$ cat src/rtl/datapath_pkg.sv
// Shared datapath types for the matrix issue stage: state encoding, latched entry, tag constants.
package datapath_pkg;

  localparam int unsigned ISSUE_M_TAG_W = 2;
  localparam int unsigned ISSUE_M_RD_W  = 4;
  localparam int unsigned ISSUE_M_OP_W  = 2;

  // Tag value meaning "operand already available"
  localparam logic [ISSUE_M_TAG_W-1:0] TAG_READY = '0;

  typedef enum logic [1:0] {
    IDLE,
    WAIT,
    ISSUE,
    EXEC
  } issue_m_state_t;

  typedef struct packed {
    logic [ISSUE_M_OP_W-1:0]  op;
    logic [ISSUE_M_RD_W-1:0]  md;
    logic [ISSUE_M_RD_W-1:0]  ms1;
    logic [ISSUE_M_RD_W-1:0]  ms2;
    logic                     spec;
    logic [ISSUE_M_TAG_W-1:0] t1;
    logic [ISSUE_M_TAG_W-1:0] t2;
  } issue_m_entry_t;

endpackage

$ cat src/rtl/tag_wakeup.sv
// Combinational wakeup: clears a producer tag when a matching non-zero writeback is broadcast.
module tag_wakeup #(
  parameter int unsigned TAG_W = 2
) (
  input  logic [TAG_W-1:0] tag,
  input  logic             wb_valid,
  input  logic [TAG_W-1:0] wb_tag,
  output logic [TAG_W-1:0] tag_out
);

  always_comb begin
    tag_out = tag;
    if (wb_valid && (wb_tag == tag) && (tag != '0)) begin
      tag_out = '0;
    end
  end

endmodule

$ cat src/rtl/issue_m.sv
// Matrix issue stage behind FUST-M: tag wakeup, FU handshake, spec flush/kill.
// Define ISSUE_M_PERF_EN to build the stall/issue perf counters.
module issue_m
  import datapath_pkg::*;
#(
  parameter int unsigned TAG_W = ISSUE_M_TAG_W,
  parameter int unsigned RD_W  = ISSUE_M_RD_W,
  parameter int unsigned OP_W  = ISSUE_M_OP_W,
  parameter int unsigned CNT_W = 8
) (
  input  logic             CLK,
  input  logic             nRST,
  input  logic             fust_busy,
  input  logic             fust_spec,
  input  logic [OP_W-1:0]  fust_op,
  input  logic [RD_W-1:0]  fust_md,
  input  logic [RD_W-1:0]  fust_ms1,
  input  logic [RD_W-1:0]  fust_ms2,
  input  logic [TAG_W-1:0] fust_t1,
  input  logic [TAG_W-1:0] fust_t2,
  input  logic             wb_valid,
  input  logic [TAG_W-1:0] wb_tag,
  input  logic             flush,
  input  logic             spec_clr,
  input  logic             fu_ready,
  input  logic             fu_done,
  output logic [TAG_W-1:0] t1_out,
  output logic [TAG_W-1:0] t2_out,
  output logic             busy_clr,
  output logic             fu_valid,
  output logic [OP_W-1:0]  fu_op,
  output logic [RD_W-1:0]  fu_md,
  output logic [RD_W-1:0]  fu_ms1,
  output logic [RD_W-1:0]  fu_ms2,
  output logic             fu_kill,
  output logic [CNT_W-1:0] stall_cnt,
  output logic [CNT_W-1:0] issue_cnt
);

  issue_m_state_t state_q, state_d;
  issue_m_entry_t ent_q, ent_d;

  logic [TAG_W-1:0] cur_t1, cur_t2;
  logic [TAG_W-1:0] wake_t1, wake_t2;
  logic             kill_spec;
  logic             ops_ready;

  // In IDLE the wakeup looks at the incoming row so a same-cycle broadcast is bypassed
  assign cur_t1 = (state_q == IDLE) ? fust_t1 : ent_q.t1;
  assign cur_t2 = (state_q == IDLE) ? fust_t2 : ent_q.t2;

  tag_wakeup #(
    .TAG_W (TAG_W)
  ) u_wake_t1 (
    .tag      (cur_t1),
    .wb_valid (wb_valid),
    .wb_tag   (wb_tag),
    .tag_out  (wake_t1)
  );

  tag_wakeup #(
    .TAG_W (TAG_W)
  ) u_wake_t2 (
    .tag      (cur_t2),
    .wb_valid (wb_valid),
    .wb_tag   (wb_tag),
    .tag_out  (wake_t2)
  );

  assign kill_spec = flush && ent_q.spec;
  assign ops_ready = (wake_t1 == TAG_READY) && (wake_t2 == TAG_READY);

  always_comb begin
    state_d  = state_q;
    ent_d    = ent_q;
    busy_clr = 1'b0;
    fu_valid = 1'b0;
    fu_kill  = 1'b0;

    if (state_q != IDLE) begin
      ent_d.t1 = wake_t1;
      ent_d.t2 = wake_t2;
      if (spec_clr) begin
        ent_d.spec = 1'b0;
      end
    end

    unique case (state_q)
      IDLE: begin
        // A speculative row arriving alongside a flush is already dead
        if (fust_busy && !(flush && fust_spec)) begin
          ent_d.op   = fust_op;
          ent_d.md   = fust_md;
          ent_d.ms1  = fust_ms1;
          ent_d.ms2  = fust_ms2;
          ent_d.spec = fust_spec;
          ent_d.t1   = wake_t1;
          ent_d.t2   = wake_t2;
          state_d    = ops_ready ? ISSUE : WAIT;
        end
      end
      WAIT: begin
        if (kill_spec) begin
          state_d  = IDLE;
          busy_clr = 1'b1;
        end else if (ops_ready) begin
          state_d = ISSUE;
        end
      end
      ISSUE: begin
        if (kill_spec) begin
          state_d  = IDLE;
          busy_clr = 1'b1;
        end else begin
          fu_valid = 1'b1;
          if (fu_ready) begin
            state_d = EXEC;
          end
        end
      end
      EXEC: begin
        if (kill_spec) begin
          state_d  = IDLE;
          fu_kill  = 1'b1;
          busy_clr = 1'b1;
        end else if (fu_done) begin
          state_d  = IDLE;
          busy_clr = 1'b1;
        end
      end
      default: state_d = IDLE;
    endcase
  end

  always_ff @(posedge CLK or negedge nRST) begin
    if (!nRST) begin
      state_q <= IDLE;
      ent_q   <= '0;
    end else begin
      state_q <= state_d;
      ent_q   <= ent_d;
    end
  end

  assign t1_out = (state_q == IDLE) ? wake_t1 : ent_q.t1;
  assign t2_out = (state_q == IDLE) ? wake_t2 : ent_q.t2;
  assign fu_op  = ent_q.op;
  assign fu_md  = ent_q.md;
  assign fu_ms1 = ent_q.ms1;
  assign fu_ms2 = ent_q.ms2;

`ifdef ISSUE_M_PERF_EN
  logic [CNT_W-1:0] stall_cnt_q, issue_cnt_q;

  // Saturating counters: hold at all-ones
  always_ff @(posedge CLK or negedge nRST) begin
    if (!nRST) begin
      stall_cnt_q <= '0;
      issue_cnt_q <= '0;
    end else begin
      if ((state_q == WAIT) && (stall_cnt_q != '1)) begin
        stall_cnt_q <= stall_cnt_q + 1'b1;
      end
      if (fu_valid && fu_ready && (issue_cnt_q != '1)) begin
        issue_cnt_q <= issue_cnt_q + 1'b1;
      end
    end
  end

  assign stall_cnt = stall_cnt_q;
  assign issue_cnt = issue_cnt_q;
`else
  assign stall_cnt = '0;
  assign issue_cnt = '0;
`endif

endmodule

$ cat config.mk
export PLATFORM = sky130hd
export DESIGN_NAME = issue_m
export DESIGN_NICKNAME = d
export VERILOG_FILES = /design/src/rtl/datapath_pkg.sv /design/src/rtl/tag_wakeup.sv /design/src/rtl/issue_m.sv
export SDC_FILE = /design/constraint.sdc
export NUM_CORES = 1
export LEC_CHECK = 0
export CAP_MARGIN = 40
export CORE_MARGIN = 4
export CORE_UTILIZATION = 35
export DETAILED_ROUTE_END_ITERATION = 8
export DONT_BUFFER_PORTS = 1
export PLACE_DENSITY_LB_ADDON = 0.2
export RECOVER_POWER = 100
export SYNTH_ARGS = -nofsm -noshare
export SYNTH_HDL_FRONTEND = slang
export SYNTH_SLANG_ARGS = --single-unit
export TNS_END_PERCENT = 100
$ cat constraint.sdc
create_clock -name CLK -period 2.5 [get_ports CLK]
set_clock_uncertainty 0.2 [all_clocks]
set_input_delay 0.25 -clock CLK [delete_from_list [all_inputs] [get_ports CLK]]
set_output_delay 0.25 -clock CLK [all_outputs]
set_load 0.005 [all_outputs]
==> results of run 1 <==
-- what timing repair did --
| item | in CTS | in global routing |
|---|---|---|
| endpoints found under the setup margin | 4 | 4 |
| pin swaps | 0 | 2 |
| gates resized for setup | 4 | 12 |
| hold endpoints to repair | 37 | 0 |
| buffers inserted | 0 | 2 |
| cloned | 0 | 0 |
| hold buffers | 18 | 0 |
-- kinds of logic (layout without fill, tap and decap cells) --
logic type / count (synthesis) / after routing
AOI/OAI and AO/OA: 25 / 25
xor gates and xnor gates: 2 / 2
adders and majority gates: 5 / 5
buffers and inverters: 37 / 40
DFF: 21 / 21
muxes: 21 / 21
other: 1 / 16
and+or+nand+nor: 36 / 36
-- cell type report --
| type | count | area [µm²] | area share |
|---|---|---|---|
| Clock buffer | 3 | 41.3 | 0.0242 |
| Clock inverter | 1 | 5.00 | 0.00293 |
| Inverter | 5 | 18.8 | 0.0110 |
| Multi-Input combinational cell | 105 | 790 | 0.463 |
| Sequential cell | 21 | 526 | 0.308 |
| Tap cell | 50 | 62.6 | 0.0367 |
| Timing Repair Buffer | 31 | 263 | 0.154 |
-- stage by stage --
| stage | total power, µW | setup TNS, ns | hold WS, ns |
|---|---|---|---|
| 2_1_floorplan | 1480 | 0 | -0.246 |
| 3_3_place_gp | 1540 | 0 | -0.245 |
| 3_5_place_dp | 1570 | -0.00902 | -0.245 |
| 4_1_cts | 1880 | -0.217 | 0.0139 |
| 6_report | 1890 | 0 | 0.0194 |
| 5_1_grt | 2040 | 0 | 0.0373 |
-- power breakdown --
group	switching (µW)	total (µW)	internal (µW)
sequential	135	644	508
clock	114	225	111
combinational	480	1030	546
-- final timing paths --
| check | from | to | slack (ns) | cells past startpoint |
|---|---|---|---|---|
| min in group asynchronous | nRST | ent_q[4] | 0.05 | 1 |
| max in group asynchronous | nRST | fu_md[1] | 0.90 | 2 |
| min reg2reg | ent_q[0] | ent_q[0] | 0.30 | 2 |
| min | wb_valid | ent_q[3] | 0.02 | 2 |
| max reg2reg | state_q[0] | state_q[0] | 0.18 | 7 |
| max | state_q[0] | t2_out[1] | 0.12 | 8 |
-- layer usage --
layer	vias to the layer above	routed length [µm]	track usage
met5	-	0	0
met4	0	36	0.0492
met3	2	294	0.0248
met2	47	1530	0.199
met1	464	1260	0.135
li1	499	-	-
-- placed cells by master (no fill, tap or decap), types with 4 or more instances in the layout --
cell type      netlist  layout
dfrtp_1             21      21
dlygate4sd3_1        0      18
conb_1               1      16
mux2_2              14      14
nand2_1             11      11
nor2_1               9       9
buf_4               30       8
a21oi_1              7       6
nand3_1              5       5
ha_1                 5       4
clkbuf_1             0       4
-- flip-flops by register name, indices dropped and copies added (netlist names) --
signal	count
ent_q	5
fu_md	4
fu_ms1	4
fu_ms2	4
fu_op	2
state_q	2
-- worst max-delay path, stage by stage (launching register included) --
cell and delay [ns]:
dfrtp_1 0.42, inv_2 0.09, ha_4 0.23, nand2b_1 0.16, a21boi_4 0.21, buf_4 0.15, nand3b_1 0.12, a21boi_2 0.08
a21oi_1 0.22
==> results.py, run 1 <==
metrics = {
    "place": {
        "post-place-ws_ns": -0.00670,
        "port_buffers": 0,
        "dp_hpwl_um": 2480,
        "placed_cell_area_um2": 1420,
        "dp_cells": 191,
        "place_congestion": 0.788,
    },
    "setup_path": {
        "cp.arrival_ns": 1.93,
        "required_ns": 2.05,
        "crit_path_start_kind": "flip-flop",
        "crit_type": "reg -> out",
        "cp-end-kind": "output port",
        "cp_max_fo": 8,
    },
    "global_route": {
        "gr-total-overflow": 0,
        "grt_first_pass_wirelength_um": 4810,
        "grt.total_usage": 0.115,
        "grt_max_degree": 22,
        "grt_antenna_before_repair": 0,
        "grt_pass1_vias": 1023,
    },
    "clock_tree": {
        "path_clk_slew_ns": 0.08,
        "cts_max_level": 1,
        "cts.sinks": 21,
        "clk_path_buf_depth": 2,
        "clock-root-buffer": "clkbuf_8",
        "cts_tree": "built",
        "numCtsBuffers": 3,
        "clk_latency_ns": 0.26,
    },
    "timing": {
        "fin_crit_ns": 2.38,
        "worst_pin_slew_ns": 0.994,
        "rsz0062_at_grt": "false",
        "fin_crit_sh": 0.952,
        "hold_viol_final": 0,
        "worst_slack_ns": 0.119,
        "relSlewSlack": 0.337,
        "slew_viol_final": 0,
        "fmax_mhz": 420,
        "setup_viol": 0,
    },
    "floorplanning": {
        "initial_core_util": 0.365,
        "dieArea_um2": 5310,
        "core_area_um2": 4030,
        "die_y_um": 72.8,
        "pin_count": 66,
        "rows": 23,
        "dieWidth_um": 72.8,
    },
    "route": {
        "detail_route.first_pass.iterations": 4,
        "via_count": 1012,
        "via_per_inst": 4.69,
        "drcViolationCount": 0,
        "drt_iter0_markers": 18,
        "wl_per_cell_um": 14.5,
        "antenna_left": 0,
        "wl_um": 3130,
    },
    "synthesis": {
        "synthAdderAreaFrac": 0.0425,
        "synth_area_um2": 1470,
        "synth_compound_area_frac": 0.128,
        "synth-simple-area-share": 0.122,
        "ys_warn_count": 0,
        "synth_xor_xnor_area_share": 0.0119,
        "ys_types": 36,
        "ys_top_cells_by_count": "30 x buf_4, 21 x dfrtp_1, 14 x mux2_2",
        "synth_edf_count": 0,
        "synth-async-reset-ratio": 1.00,
        "yosys_most_used_dff": "dfrtp_1",
        "yosysMostFrequentCell": "buf_4",
        "yosys-mux-area-fraction": 0.158,
        "syn_area_per_cell_um2": 9.94,
        "synth_top_area_share": 0.357,
        "synthCells": 148,
        "ys_seq_area_frac": 0.357,
        "synth_top_family_by_area": "buffers and inverters",
        "synth_area_leader_cell": "dfrtp_1",
        "ys_ff_latch": 21,
        "ys_top_cells_by_area": "dfrtp_1 36%, buf_4 15%, mux2_2 11%",
    },
    "status": {
        "status": "completed",
    },
    "layout": {
        "drive_gt1_frac": 0.235,
        "fill_cells": 402,
        "area_delta_synth_final_pct": 15.9,
        "fin_area_um2": 1710,
        "nets": 201,
        "fin_cells": 216,
        "fin_util": 0.423,
        "n_antenna_cell": 0,
    },
    "power": {
        "ir_worst_vdd_mv": 0.516,
        "p_leak_uw": 0.000744,
        "powerDensity_nw_per_um2": 1110,
    },
    "job": {
        "drv_cap": 0,
    },
    "min_path": {
        "hold_path_class": "in -> reg",
    },
}
Note: power is estimated with default switching activity, not from simulation.
==> inputs of run 2 (changes only) <==
- SLEW_MARGIN: unset -> 5
==> results of run 2 <==
Same layout as run 1: the final DEF is identical, and so are final timing and power.
==> inputs of run 3 (changes only) <==
- CORE_UTILIZATION: 35 -> 52
- SLEW_MARGIN: 5 -> unset
==> run 3 against run 2 <==
Net effect: cell count down 6.5%; fmax shrank 1.1%; clock-buffer cell count rose by 1; non-clock buffer count is 5 higher; highest routed layer unchanged; routed wire length fell by 2.1%; via count increased by 5.4%.
==> results.py, run 3 (synthesized netlist as in run 1, its figures left out) <==
metrics = {
    "status": {
        "status": "completed",
    },
    "floorplanning": {
        "dieWidth_um": 61.2,
        "die_y_um": 61.2,
        "rows": 19,
        "core_area_um2": 2730,
        "dieArea_um2": 3740,
        "initial_core_util": 0.538,
        "pin_count": 66,
    },
    "setup_path": {
        "cp_slowest_cell": "dfrtp_1",
        "cp_top_family": "flip-flops",
        "cp_cell_sequence": "inv_2 > ha_4 > mux2i_4 > xor2_1 > nand3b_1 > a21boi_2 > a21oi_1",
        "crit_path_start_kind": "flip-flop",
        "required_ns": 2.05,
        "critPathBufInv": 1,
        "cp-end-kind": "output port",
        "cp_max_fo": 7,
        "critical_path.max_stage_delay_ns": 0.42,
        "crit_type": "reg -> out",
        "cp.arrival_ns": 1.96,
    },
    "layout": {
        "drive_gt1_frac": 0.263,
        "nets": 206,
        "fin_cells": 202,
        "regArea_um2": 526,
        "max_flop_register": "ent_q",
        "mostFrequentLayoutCells": "21 x dfrtp_1, 20 x dlygate4sd3_1, 16 x conb_1",
        "layout_commonest_cell": "dfrtp_1",
        "multiInputGateArea_um2": 825,
        "n_antenna_cell": 0,
        "fill_cells": 222,
        "largest_reg_flops": 5,
        "area_delta_synth_final_pct": 19.0,
    },
    "clock_tree": {
        "numCtsBuffers": 3,
        "cts_tree": "built",
        "clock-root-buffer": "clkbuf_4",
        "path_clk_slew_ns": 0.11,
        "clk_path_buf_depth": 2,
        "cts.sinks": 21,
        "clk_latency_ns": 0.29,
        "cts_max_level": 1,
    },
    "power": {
        "p_leak_uw": 0.000774,
        "powerDensity_nw_per_um2": 1110,
        "ir_worst_vdd_mv": 0.687,
    },
    "place": {
        "dp_cells": 170,
        "place_congestion": 0.753,
        "port_buffers": 0,
        "dp_hpwl_um": 2200,
    },
    "route": {
        "drcViolationCount": 0,
        "drt_iter0_markers": 54,
        "detail_route.first_pass.iterations": 4,
        "via_count": 1067,
        "wl_per_cell_um": 15.1,
        "via_per_inst": 5.28,
        "wl_um": 3060,
        "antenna_left": 0,
    },
    "timing": {
        "hold_viol_final": 0,
        "setup_viol": 0,
        "fin_crit_sh": 0.963,
        "worst_pin_slew_ns": 0.993,
        "whs_ns": 0.0205,
        "fin_crit_ns": 2.41,
        "relSlewSlack": 0.338,
        "slew_viol_final": 0,
        "rsz0062_at_grt": "true",
        "fmax_mhz": 415,
    },
    "global_route": {
        "grt_pass1_vias": 1020,
        "grt_first_pass_wirelength_um": 4610,
        "grt_max_degree": 22,
        "grt_antenna_before_repair": 0,
        "gr-total-overflow": 0,
        "grt.total_usage": 0.169,
    },
    "job": {
        "drv_cap": 0,
    },
    "min_path": {
        "hold_path_class": "in -> reg",
    },
}
run 3: cell types whose count changed in the layout (fill, tap and decap cells not counted), moves of 2 or more:
cell,delta
clkbuf_4,+3
dlygate4sd3_1,+2
buf_4,+4
clkbuf_8,-3
run 3: cell type report:
class | count | share of cell area
Tap cell | 31 | 0.0222
Timing Repair Buffer | 36 | 0.181
Sequential cell | 21 | 0.300
Clock buffer | 4 | 0.0150
Multi-Input combinational cell | 105 | 0.471
Inverter | 5 | 0.0107
run 3: timing repair:
item,CTS,global route
endpoints found under the hold margin,37,2
setup endpoints to repair,5,5
pin swaps,0,3
setup buffers,2,5
hold buffers,19,1
resized for setup,11,6
run 3: path summary, 6_finish.rpt:
| check | start | to | slack, ns | depth (start not counted) |
|---|---|---|---|---|
| setup reg to reg | state_q[0] | ent_q[4] | 0.15 | 9 |
| max in group asynchronous | nRST | state_q[1] | 0.43 | 3 |
| setup / recovery | state_q[0] | t2_out[1] | 0.09 | 7 |
| hold reg to reg | fu_ms1[1] | fu_ms1[1] | 0.35 | 1 |
| min in group asynchronous | nRST | fu_ms1[3] | 0.55 | 2 |
| hold / removal | fust_t2[1] | ent_q[1] | 0.02 | 3 |
run 3: worst min-delay path: cells and delay by family:
kind / cells / cell delay, ns
AO/OA/AOI/OAI: 1 / 0.07
AND/OR/NAND/NOR: 2 / 0.16
run 3: through the flow:
stage / setup TNS, ns / power (µW) / utilization / area (µm²) / setup slack [ns]
4_1_cts: -0.00264 / 1860 / 0.613 / 1680 / -0.00264
2_1_floorplan: 0 / 1480 / - / 1530 / 0.194
6_report: 0 / 1950 / 0.640 / 1750 / 0.0919
3_5_place_dp: 0 / 1540 / 0.507 / 1390 / 0.0128
3_3_place_gp: 0 / 1500 / 0.507 / 1390 / 0.111
5_1_grt: -0.141 / 2100 / 0.640 / 1750 / -0.0748
run 3: power breakdown:
part           switching [µW]  total (µW)  leakage [µW]  internal (µW)
combinational             520        1140      0.000505            622
clock                    94.3         156     0.0000150           62.1
sequential                140         647      0.000255            508
total                     754        1950      0.000774           1190
run 3: layer usage:
| metal | wire [µm] | track usage |
|---|---|---|
| met5 | 0 | 0 |
| met2 | 1490 | 0.282 |
| met4 | 76 | 0.102 |
| met3 | 281 | 0.0398 |
| met1 | 1210 | 0.196 |
